===== src/rtl/display_pkg.sv =====
// Shared types and constants for the two-digit seven-segment display controller.
package display_pkg;

  typedef enum logic [1:0] {
    IDLE = 2'd0,
    CONV = 2'd1,
    LOAD = 2'd2
  } state_e;

  typedef enum logic {
    SEL_UNITS = 1'b0,
    SEL_TENS  = 1'b1
  } sel_e;

  // Active-low segments, index 0 = a ... index 6 = g
  localparam logic [0:6] SEG_BLANK = 7'b1111111;
  localparam logic [0:6] SEG_0     = 7'b0000001;
  localparam logic [0:6] SEG_1     = 7'b1001111;
  localparam logic [0:6] SEG_2     = 7'b0010010;
  localparam logic [0:6] SEG_3     = 7'b0000110;
  localparam logic [0:6] SEG_4     = 7'b1001100;
  localparam logic [0:6] SEG_5     = 7'b0100100;
  localparam logic [0:6] SEG_6     = 7'b0100000;
  localparam logic [0:6] SEG_7     = 7'b0001111;
  localparam logic [0:6] SEG_8     = 7'b0000000;
  localparam logic [0:6] SEG_9     = 7'b0000100;

endpackage


===== src/rtl/dec_bcd_7seg.sv =====
// Decimal digit to active-low seven-segment decoder; codes above 9 blank the digit.
module dec_bcd_7seg
  import display_pkg::*;
(
  input  logic [3:0] digit,
  output logic [0:6] seg
);

  always_comb begin
    seg = SEG_BLANK;
    case (digit)
      4'd0: seg = SEG_0;
      4'd1: seg = SEG_1;
      4'd2: seg = SEG_2;
      4'd3: seg = SEG_3;
      4'd4: seg = SEG_4;
      4'd5: seg = SEG_5;
      4'd6: seg = SEG_6;
      4'd7: seg = SEG_7;
      4'd8: seg = SEG_8;
      4'd9: seg = SEG_9;
      default: seg = SEG_BLANK;
    endcase
  end

endmodule


===== src/rtl/controle_display.sv =====
// Two-digit display sequencer: accepts a 6-bit value, splits it into tens/units by
// repeated subtraction, and scans both digits onto one segment bus.
// Optional macro LEADING_ZERO_BLANK_EN blanks the tens digit when it is zero.
module controle_display
  import display_pkg::*;
#(
  parameter int unsigned REFRESH_DIV = 50000
) (
  input  logic       clk,
  input  logic       rst_n,
  input  logic       in_valid,
  output logic       in_ready,
  input  logic [5:0] in_num,
  output logic       busy,
  output logic [0:6] seg,
  output logic [1:0] an
);

  localparam int unsigned CNT_W = (REFRESH_DIV > 2) ? $clog2(REFRESH_DIV) : 1;
  localparam logic [CNT_W-1:0] CNT_LAST = CNT_W'(REFRESH_DIV - 1);

  state_e           state_q, state_d;
  logic             in_ready_q, in_ready_d;
  logic [5:0]       rem_q, rem_d;
  logic [2:0]       acc_q, acc_d;
  logic [2:0]       tens_q, tens_d;
  logic [3:0]       units_q, units_d;
  logic [CNT_W-1:0] cnt_q, cnt_d;
  sel_e             sel_q, sel_d;
  logic [3:0]       digit_mux;

  always_comb begin
    state_d    = state_q;
    in_ready_d = in_ready_q;
    rem_d      = rem_q;
    acc_d      = acc_q;
    tens_d     = tens_q;
    units_d    = units_q;
    case (state_q)
      IDLE: begin
        if (in_valid && in_ready_q) begin
          rem_d      = in_num;
          acc_d      = '0;
          state_d    = CONV;
          in_ready_d = 1'b0;
        end
      end
      CONV: begin
        if (rem_q >= 6'd10) begin
          rem_d = rem_q - 6'd10;
          acc_d = acc_q + 3'd1;
        end else begin
          state_d = LOAD;
        end
      end
      LOAD: begin
        // Both digits change on the same edge so the scan never shows a mixed pair
        tens_d     = acc_q;
        units_d    = rem_q[3:0];
        state_d    = IDLE;
        in_ready_d = 1'b1;
      end
      default: begin
        state_d    = IDLE;
        in_ready_d = 1'b1;
      end
    endcase
  end

  always_comb begin
    sel_d = sel_q;
    if (cnt_q == CNT_LAST) begin
      cnt_d = '0;
      sel_d = (sel_q == SEL_UNITS) ? SEL_TENS : SEL_UNITS;
    end else begin
      cnt_d = cnt_q + CNT_W'(1);
    end
  end

  always_ff @(posedge clk or negedge rst_n) begin
    if (!rst_n) begin
      state_q    <= IDLE;
      in_ready_q <= 1'b1;
      rem_q      <= '0;
      acc_q      <= '0;
      tens_q     <= '0;
      units_q    <= '0;
      cnt_q      <= '0;
      sel_q      <= SEL_UNITS;
    end else begin
      state_q    <= state_d;
      in_ready_q <= in_ready_d;
      rem_q      <= rem_d;
      acc_q      <= acc_d;
      tens_q     <= tens_d;
      units_q    <= units_d;
      cnt_q      <= cnt_d;
      sel_q      <= sel_d;
    end
  end

  always_comb begin
    if (sel_q == SEL_TENS) begin
      an        = 2'b01;
      digit_mux = {1'b0, tens_q};
`ifdef LEADING_ZERO_BLANK_EN
      // A non-decimal code makes the single shared decoder emit a blank
      if (tens_q == '0) digit_mux = 4'hF;
`endif
    end else begin
      an        = 2'b10;
      digit_mux = units_q;
    end
  end

  dec_bcd_7seg u_dec (
    .digit (digit_mux),
    .seg   (seg)
  );

  assign in_ready = in_ready_q;
  assign busy     = ~in_ready_q;

endmodule


===== config.mk =====
export PLATFORM = sky130hd
export DESIGN_NAME = controle_display
export DESIGN_NICKNAME = d
export VERILOG_FILES = /design/src/rtl/display_pkg.sv /design/src/rtl/dec_bcd_7seg.sv /design/src/rtl/controle_display.sv
export SDC_FILE = /design/constraint.sdc
export NUM_CORES = 1
export LEC_CHECK = 0
export ABC_AREA = 1
export CELL_PAD_IN_SITES_DETAIL_PLACEMENT = 0
export CELL_PAD_IN_SITES_GLOBAL_PLACEMENT = 1
export CORE_UTILIZATION = 38
export DETAILED_ROUTE_END_ITERATION = 7
export GPL_TIMING_DRIVEN = 0
export PLACE_DENSITY = 0.72
export SETUP_SLACK_MARGIN = 0.5
export SYNTH_ARGS = -nofsm -noshare
export SYNTH_HDL_FRONTEND = slang
export SYNTH_SLANG_ARGS = --single-unit

===== constraint.sdc =====
create_clock -name clk -period 2 [get_ports clk]
set_input_delay 0.5 -clock clk [delete_from_list [all_inputs] [get_ports clk]]
set_output_delay 0.5 -clock clk [all_outputs]
set_load 0.01 [all_outputs]

==> results.yml, run 1 <==
setup_path:
  critPathArrivalTime_ps: 1840
  worst_r2r_path_depth: 8
  worstSetupStartpointType: "flip-flop"
  worstPathRequired_ps: 1500
  critPathMaxFanout: 5
  r2r_slack_ps: 600
  r2r_end: "cnt_q[6]"
  reg2reg_from: "cnt_q[0]"
  critical_path_class: "flip-flop to primary output"
  end_kind: "primary output"
grt:
  busiest_layer: "met2"
  use_met2_pct: 26.4
  grt_pass1_vias: 1541
  met3_usage_pct: 3.57
  grt_max_degree: 37
  antenna_found_initial: 0
  grtUsageTotal_pct: 16.2
  grt_pass1_wl_um: 6870
  overflow: 0
  gr-usage-met1_pct: 21.4
cells_and_area:
  multi_input_area_sq_um: 1090
  regArea_sq_um: 902
  fin_util_pct: 51.5
  nFillCells: 514
  layout-drive-gt1-share_pct: 26.7
  instances_no_fill: 381
  nets: 328
  area_growth_syn_to_layout_pct: 28.9
  antennaDiodeCount: 0
yosys:
  async_flop_share_pct: 100
  synth_flop_cell: "dfrtp_1"
  synthAdderAreaFrac_pct: 5.44
  synth_area_sq_um: 2070
  ys_ff_latch: 36
  yosys-mux-area-fraction_pct: 0
  synth_fp_nets: 286
  seq_area_frac_synth_pct: 43.6
  syn_avg_cell_area_sq_um: 7.72
  synth_top_family_by_area: "simple AND/OR/NAND/NOR gates"
  ys_warn_count: 0
  synth-compound-area-share_pct: 8.89
  synth_edf_count: 0
  synth-simple-area-share_pct: 29.5
  synth_xor_area_share_pct: 3.81
  ys_types: 27
  synthCells: 268
route:
  ant_nets: 0
  wirelength_um: 4330
  drc: 0
  initialDrtViolationCount: 48
  wire_per_inst_um: 11.4
  post_drt_via_cell_ratio: 4.46
  drtPass1Iterations: 4
  vias: 1698
timing:
  max_freq_mhz: 428
  period_share_pct: 117
  rsz0062_at_grt: "true"
  clock_skew_ps: 5.08
  slew_headroom_pct: 47.2
  setup_ws_ps: -336
  hold_slack_ps: 287
  tightestPinTransition_ps: 791
  setup_viol: 7
  min_period_ps: 2340
  drv_slew: 0
  hold_viol_final: 0
floorplan:
  die_h_um: 75.8
  dieWidth_um: 75.8
  fp-row-count: 26
  design.core.area_sq_um: 5170
  start_util_pct: 40.0
  ios: 20
  fp.dieArea_sq_um: 5740
place:
  dp_cells: 357
  routabilityCongestion: 0.776
  hpwlAfterDp_um: 2950
  io_buffers: 19
  post-place-ws_ps: -440
clock_network:
  cts.root.buffer_cell: "clkbuf_8"
  cts-htree-levels: 2
  clock_path_buffers: 2
  cts_buffers: 5
  clock-sinks: 36
  cts_tree: "done"
  path_clk_slew_ps: 80
  holdBufCountCts: 0
  clkLatencyLatePin_ps: 290
job:
  drv_cap: 0
power:
  finalPower_uw: 3130
  p_per_area_nw_per_um2: 1180
  irDropWorstVdd_v: 0.000831
  leakage_uw: 0.00130
run_status:
  failed_checks: "negative setup slack"
  status: "finished, violations left"
hold_path:
  min_path_type: "input pin to async pin"
==> metal layers <==
layer	part of all wire, %	vias up
li1	-	915
met1	52	755
met2	45	24
met3	2.8	4
met4	1.1	0
met5	0	-
==> cell usage in the layout, fill, tap and decap left out, types with 3 or more instances in the layout <==
master / netlist / routed
clkbuf_8: 0 / 5
xor2_1: 8 / 8
nand3_1: 23 / 22
ha_4: 0 / 3
nand2_2: 5 / 7
nand2_1: 64 / 62
buf_6: 2 / 13
a21oi_1: 3 / 3
o21ai_2: 7 / 7
inv_1: 34 / 30
inv_2: 3 / 6
o21ai_0: 19 / 12
dfrtp_1: 35 / 35
buf_2: 0 / 8
buf_4: 2 / 10
o21ai_4: 0 / 3
nor2_1: 39 / 36
o21ai_1: 1 / 5
nor2_2: 2 / 4
ha_1: 9 / 4
clkdlybuf4s50_1: 0 / 7
==> area by class of cell <==
class                   instances  share of cell area [%]
plain buffers                   5                    1.83
flip-flops and latches         36                    33.8
multi-input cells             190                    40.9
clock buffers                   5                    2.58
inverters                      37                    5.40
repair buffers                 35                    11.5
clock inverters                 3                   0.704
well taps                      70                    3.28
==> kinds of logic after synthesis <==
| logic type | count (synthesis) |
|---|---|
| buffers and inverters | 42 |
| AO/OA/AOI/OAI | 31 |
| XOR/XNOR | 9 |
| AND/OR/NAND/NOR | 141 |
| adder cells (fa/ha/maj) | 9 |
| flip-flops | 36 |
==> sequential cells by signal (all words and copies together), names as in the netlist <==
signal and count:
sel_q 1, units_q 4, state_q 2, acc_q 3, rem_q 6, in_ready 1, tens_q 3, cnt_q 16
==> critical path, stage by stage (launching register included) <==
cell,delay (ps)
dfrtp_1,390
buf_6,150
buf_12,130
o21ai_4,220
inv_2,90
ha_4,170
nor2_4,90
nor2_2,40
o21ai_1,80
nand2_1,60
buf_2,140
==> synth_stat cells, drive strengths merged, types with 3 or more instances <==
library cell  count  share of area (%)
nand2            70                 14
a21oi             3               0.73
o21ai            27                7.8
buf               4                1.8
xor2              8                3.4
ha                9                5.4
inv              37                6.7
dfrtp            35                 42
or2               3               0.91
nor2             42                8.2
nand3            24                6.0
==> where the power goes <==
group / internal, uW / switching (uW)
combinational: 693 / 888
sequential: 914 / 129
clock: 243 / 267
total: 1850 / 1280
==> worst max-delay path by stage <==
stage               cells after the start   from  slack [ps]     end
floorplan                               8  sel_q         120  seg[3]
global placement                        9  sel_q        -440  seg[3]
finish                                 10  sel_q        -340  seg[6]
global route                           10  sel_q        -450  seg[5]
CTS                                    10  sel_q        -340  seg[5]
detailed placement                     10  sel_q        -440  seg[3]
==> timing repair <==
action / in CTS / in global routing
endpoints found under the setup margin: 11 / 27
buffers inserted: 7 / 8
resized for setup: 60 / 18
pin swaps: 5 / 7
cloned: 0 / 1
==> per-stage QoR <==
| stage | cell area [sq um] | setup TNS (ps) |
|---|---|---|
| floorplan | 2100 | 0 |
| global placement | 2370 | -17520 |
| detailed placement | 2370 | -2720 |
| CTS | 2550 | -2130 |
| global route | 2670 | -2880 |
| finish | 2670 | -2200 |
Note: power is estimated with default switching activity, not from simulation.
==> inputs of run 2 (changes only) <==
--- a/config.mk
+++ b/config.mk
@@ -9,4 +9,5 @@
 export CELL_PAD_IN_SITES_DETAIL_PLACEMENT = 0
 export CELL_PAD_IN_SITES_GLOBAL_PLACEMENT = 1
+export CORE_ASPECT_RATIO = 1.25
 export CORE_UTILIZATION = 38
 export DETAILED_ROUTE_END_ITERATION = 7
==> constraint.sdc (replaced) <==
create_clock -name clk -period 2 [get_ports clk]
set_input_delay 0.5 -clock clk [delete_from_list [all_inputs] [get_ports clk]]
set_output_delay 0.5 -clock clk [all_outputs]
set_load 0.02 [all_outputs]
==> results.yml, run 2 (same netlist as run 1, synthesis figures left out) <==
timing:
  clock_skew_ps: 7.42
  tightestPinTransition_ps: 799
  rsz0062_at_grt: "true"
  hold_viol_final: 0
  setup_viol: 7
  min_period_ps: 2340
  setup_ws_ps: -340
  drv_slew: 0
  hold_slack_ps: 293
  tns_ps: -2230
  slew_headroom_pct: 46.7
  period_share_pct: 117
  max_freq_mhz: 427
setup_path:
  worstPathRequired_ps: 1500
  critPathArrivalTime_ps: 1840
  critical_path.cell_chain: "buf_6 -> buf_12 -> o21ai_4 -> inv_2 -> ha_4 -> nor2_2 -> nor2_1 -> o21ai_1 -> nand2_1 -> buf_6"
  reg2reg_from: "cnt_q[0]"
  worstSetupStartpointType: "flip-flop"
  cpMaxStageDelayCell: "dfrtp_1"
  crit_family: "buffers and inverters"
  worst-path-buf-inv: 4
  crit_top_cell: "buf_6"
  critPathMaxFanout: 5
  slowest_delay_ps: 390
  worst_r2r_path_depth: 8
  r2r_slack_ps: 600
  end_kind: "primary output"
  r2r_end: "cnt_q[9]"
  critical_path_class: "flip-flop to primary output"
cells_and_area:
  largestRegisters: "cnt_q x16, rem_q x6, units_q x4"
  largest_register_ffs: 16
  multi_input_area_sq_um: 1110
  antennaDiodeCount: 0
  stdcell_area_sq_um: 2790
  nets: 333
  final_common_cell: "nand2_1"
  layout_common_cells: "59 x nand2_1, 36 x nor2_1, 35 x dfrtp_1"
  nFillCells: 508
  regArea_sq_um: 902
  fin_util_pct: 54.2
  area_growth_syn_to_layout_pct: 35.1
  layout-drive-gt1-share_pct: 29.7
  instances_no_fill: 378
  regMostFlops: "cnt_q"
clock_network:
  clock_path_buffers: 2
  cts_buffers: 5
  path_clk_slew_ps: 80
  clkLatencyLatePin_ps: 290
  cts_tree: "done"
  cts.root.buffer_cell: "clkbuf_8"
  cts-htree-levels: 2
  clock-sinks: 36
grt:
  antenna_found_initial: 0
  grtUsageTotal_pct: 16.7
  overflow: 0
  grt_pass1_vias: 1647
  grt_pass1_wl_um: 7240
  grt_max_degree: 37
power:
  irDropWorstVdd_v: 0.000841
  p_per_area_nw_per_um2: 1310
  leakage_uw: 0.00136
place:
  dp_cells: 349
  io_buffers: 19
  placed_cell_area_sq_um: 2350
  hpwlAfterDp_um: 3040
  routabilityCongestion: 0.775
floorplan:
  ios: 20
  dieWidth_um: 68.0
  die_h_um: 84.5
  start_util_pct: 40.1
  fp.dieArea_sq_um: 5740
  fp-row-count: 29
  design.core.area_sq_um: 5150
route:
  drtPass1Iterations: 4
  wirelength_um: 4330
  vias: 1741
  ant_nets: 0
  post_drt_via_cell_ratio: 4.61
  wire_per_inst_um: 11.5
  drc: 0
  initialDrtViolationCount: 44
run_status:
  failed_checks: "negative setup slack"
  status: "finished, violations left"
hold_path:
  min_path_type: "input pin to async pin"
job:
  drv_cap: 0
==> run 2: worst max-delay path by stage <==
| stage | start | end | slack (ps) | depth (start not counted) |
|---|---|---|---|---|
| 3_5_place_dp | sel_q | seg[6] | -650 | 9 |
| 5_1_grt | sel_q | seg[6] | -450 | 10 |
| 4_1_cts | sel_q | seg[6] | -340 | 11 |
| 3_3_place_gp | sel_q | seg[5] | -640 | 9 |
| 2_1_floorplan | sel_q | seg[3] | 40 | 8 |
| 6_report | sel_q | seg[5] | -340 | 10 |
==> run 2: per-layer routing <==
layer  up-vias  wire length [um]  global-route usage [%]
li1        927                 -                       -
met1       797              1850                    19.4
met2        13              2360                    29.1
met3         4                80                    4.08
met4         0                40                    5.11
met5         -                 0                       0
==> run 2: cell type report <==
type | instances | area share (%)
Sequential cell | 36 | 32.3
Inverter | 37 | 5.15
Tap cell | 62 | 2.78
Timing Repair Buffer | 40 | 14.0
Clock buffer | 7 | 3.45
Clock inverter | 1 | 1.07
Buffer | 5 | 1.61
Multi-Input combinational cell | 190 | 39.6
==> run 2: what timing repair did <==
item                                    in CTS  in global routing
setup buffers                                9                 12
endpoints found under the setup margin      11                 23
hold buffers                                 0                  0
pin swaps                                    8                  8
gates resized for setup                     77                 23
==> run 2: through the flow <==
step | setup WS [ps] | total power (uW)
after floorplan | 43.5 | 2100
after global placement | -639 | 2610
after detailed placement | -650 | 2620
after CTS | -344 | 3450
after global routing | -445 | 3980
final | -340 | 3670
==> run 2: power breakdown <==
part           internal (uW)  switching (uW)
Clock                    440             261
Combinational            858            1070
Sequential               914             129
==> run 2: worst reg2reg max path, cell delays in order (launching register included) <==
cell     delay, ps
dfrtp_1        380
ha_2           200
nand2_2         90
nor2_4         170
inv_2           40
nor2_1          80
and2_1         140
buf_6          150
nor2_1          70
==> inputs of run 3 (changes only) <==
- CAP_MARGIN: default -> 20
==> results of run 3 <==
No change in the layout: final DEF, timing and power equal those of run 2.
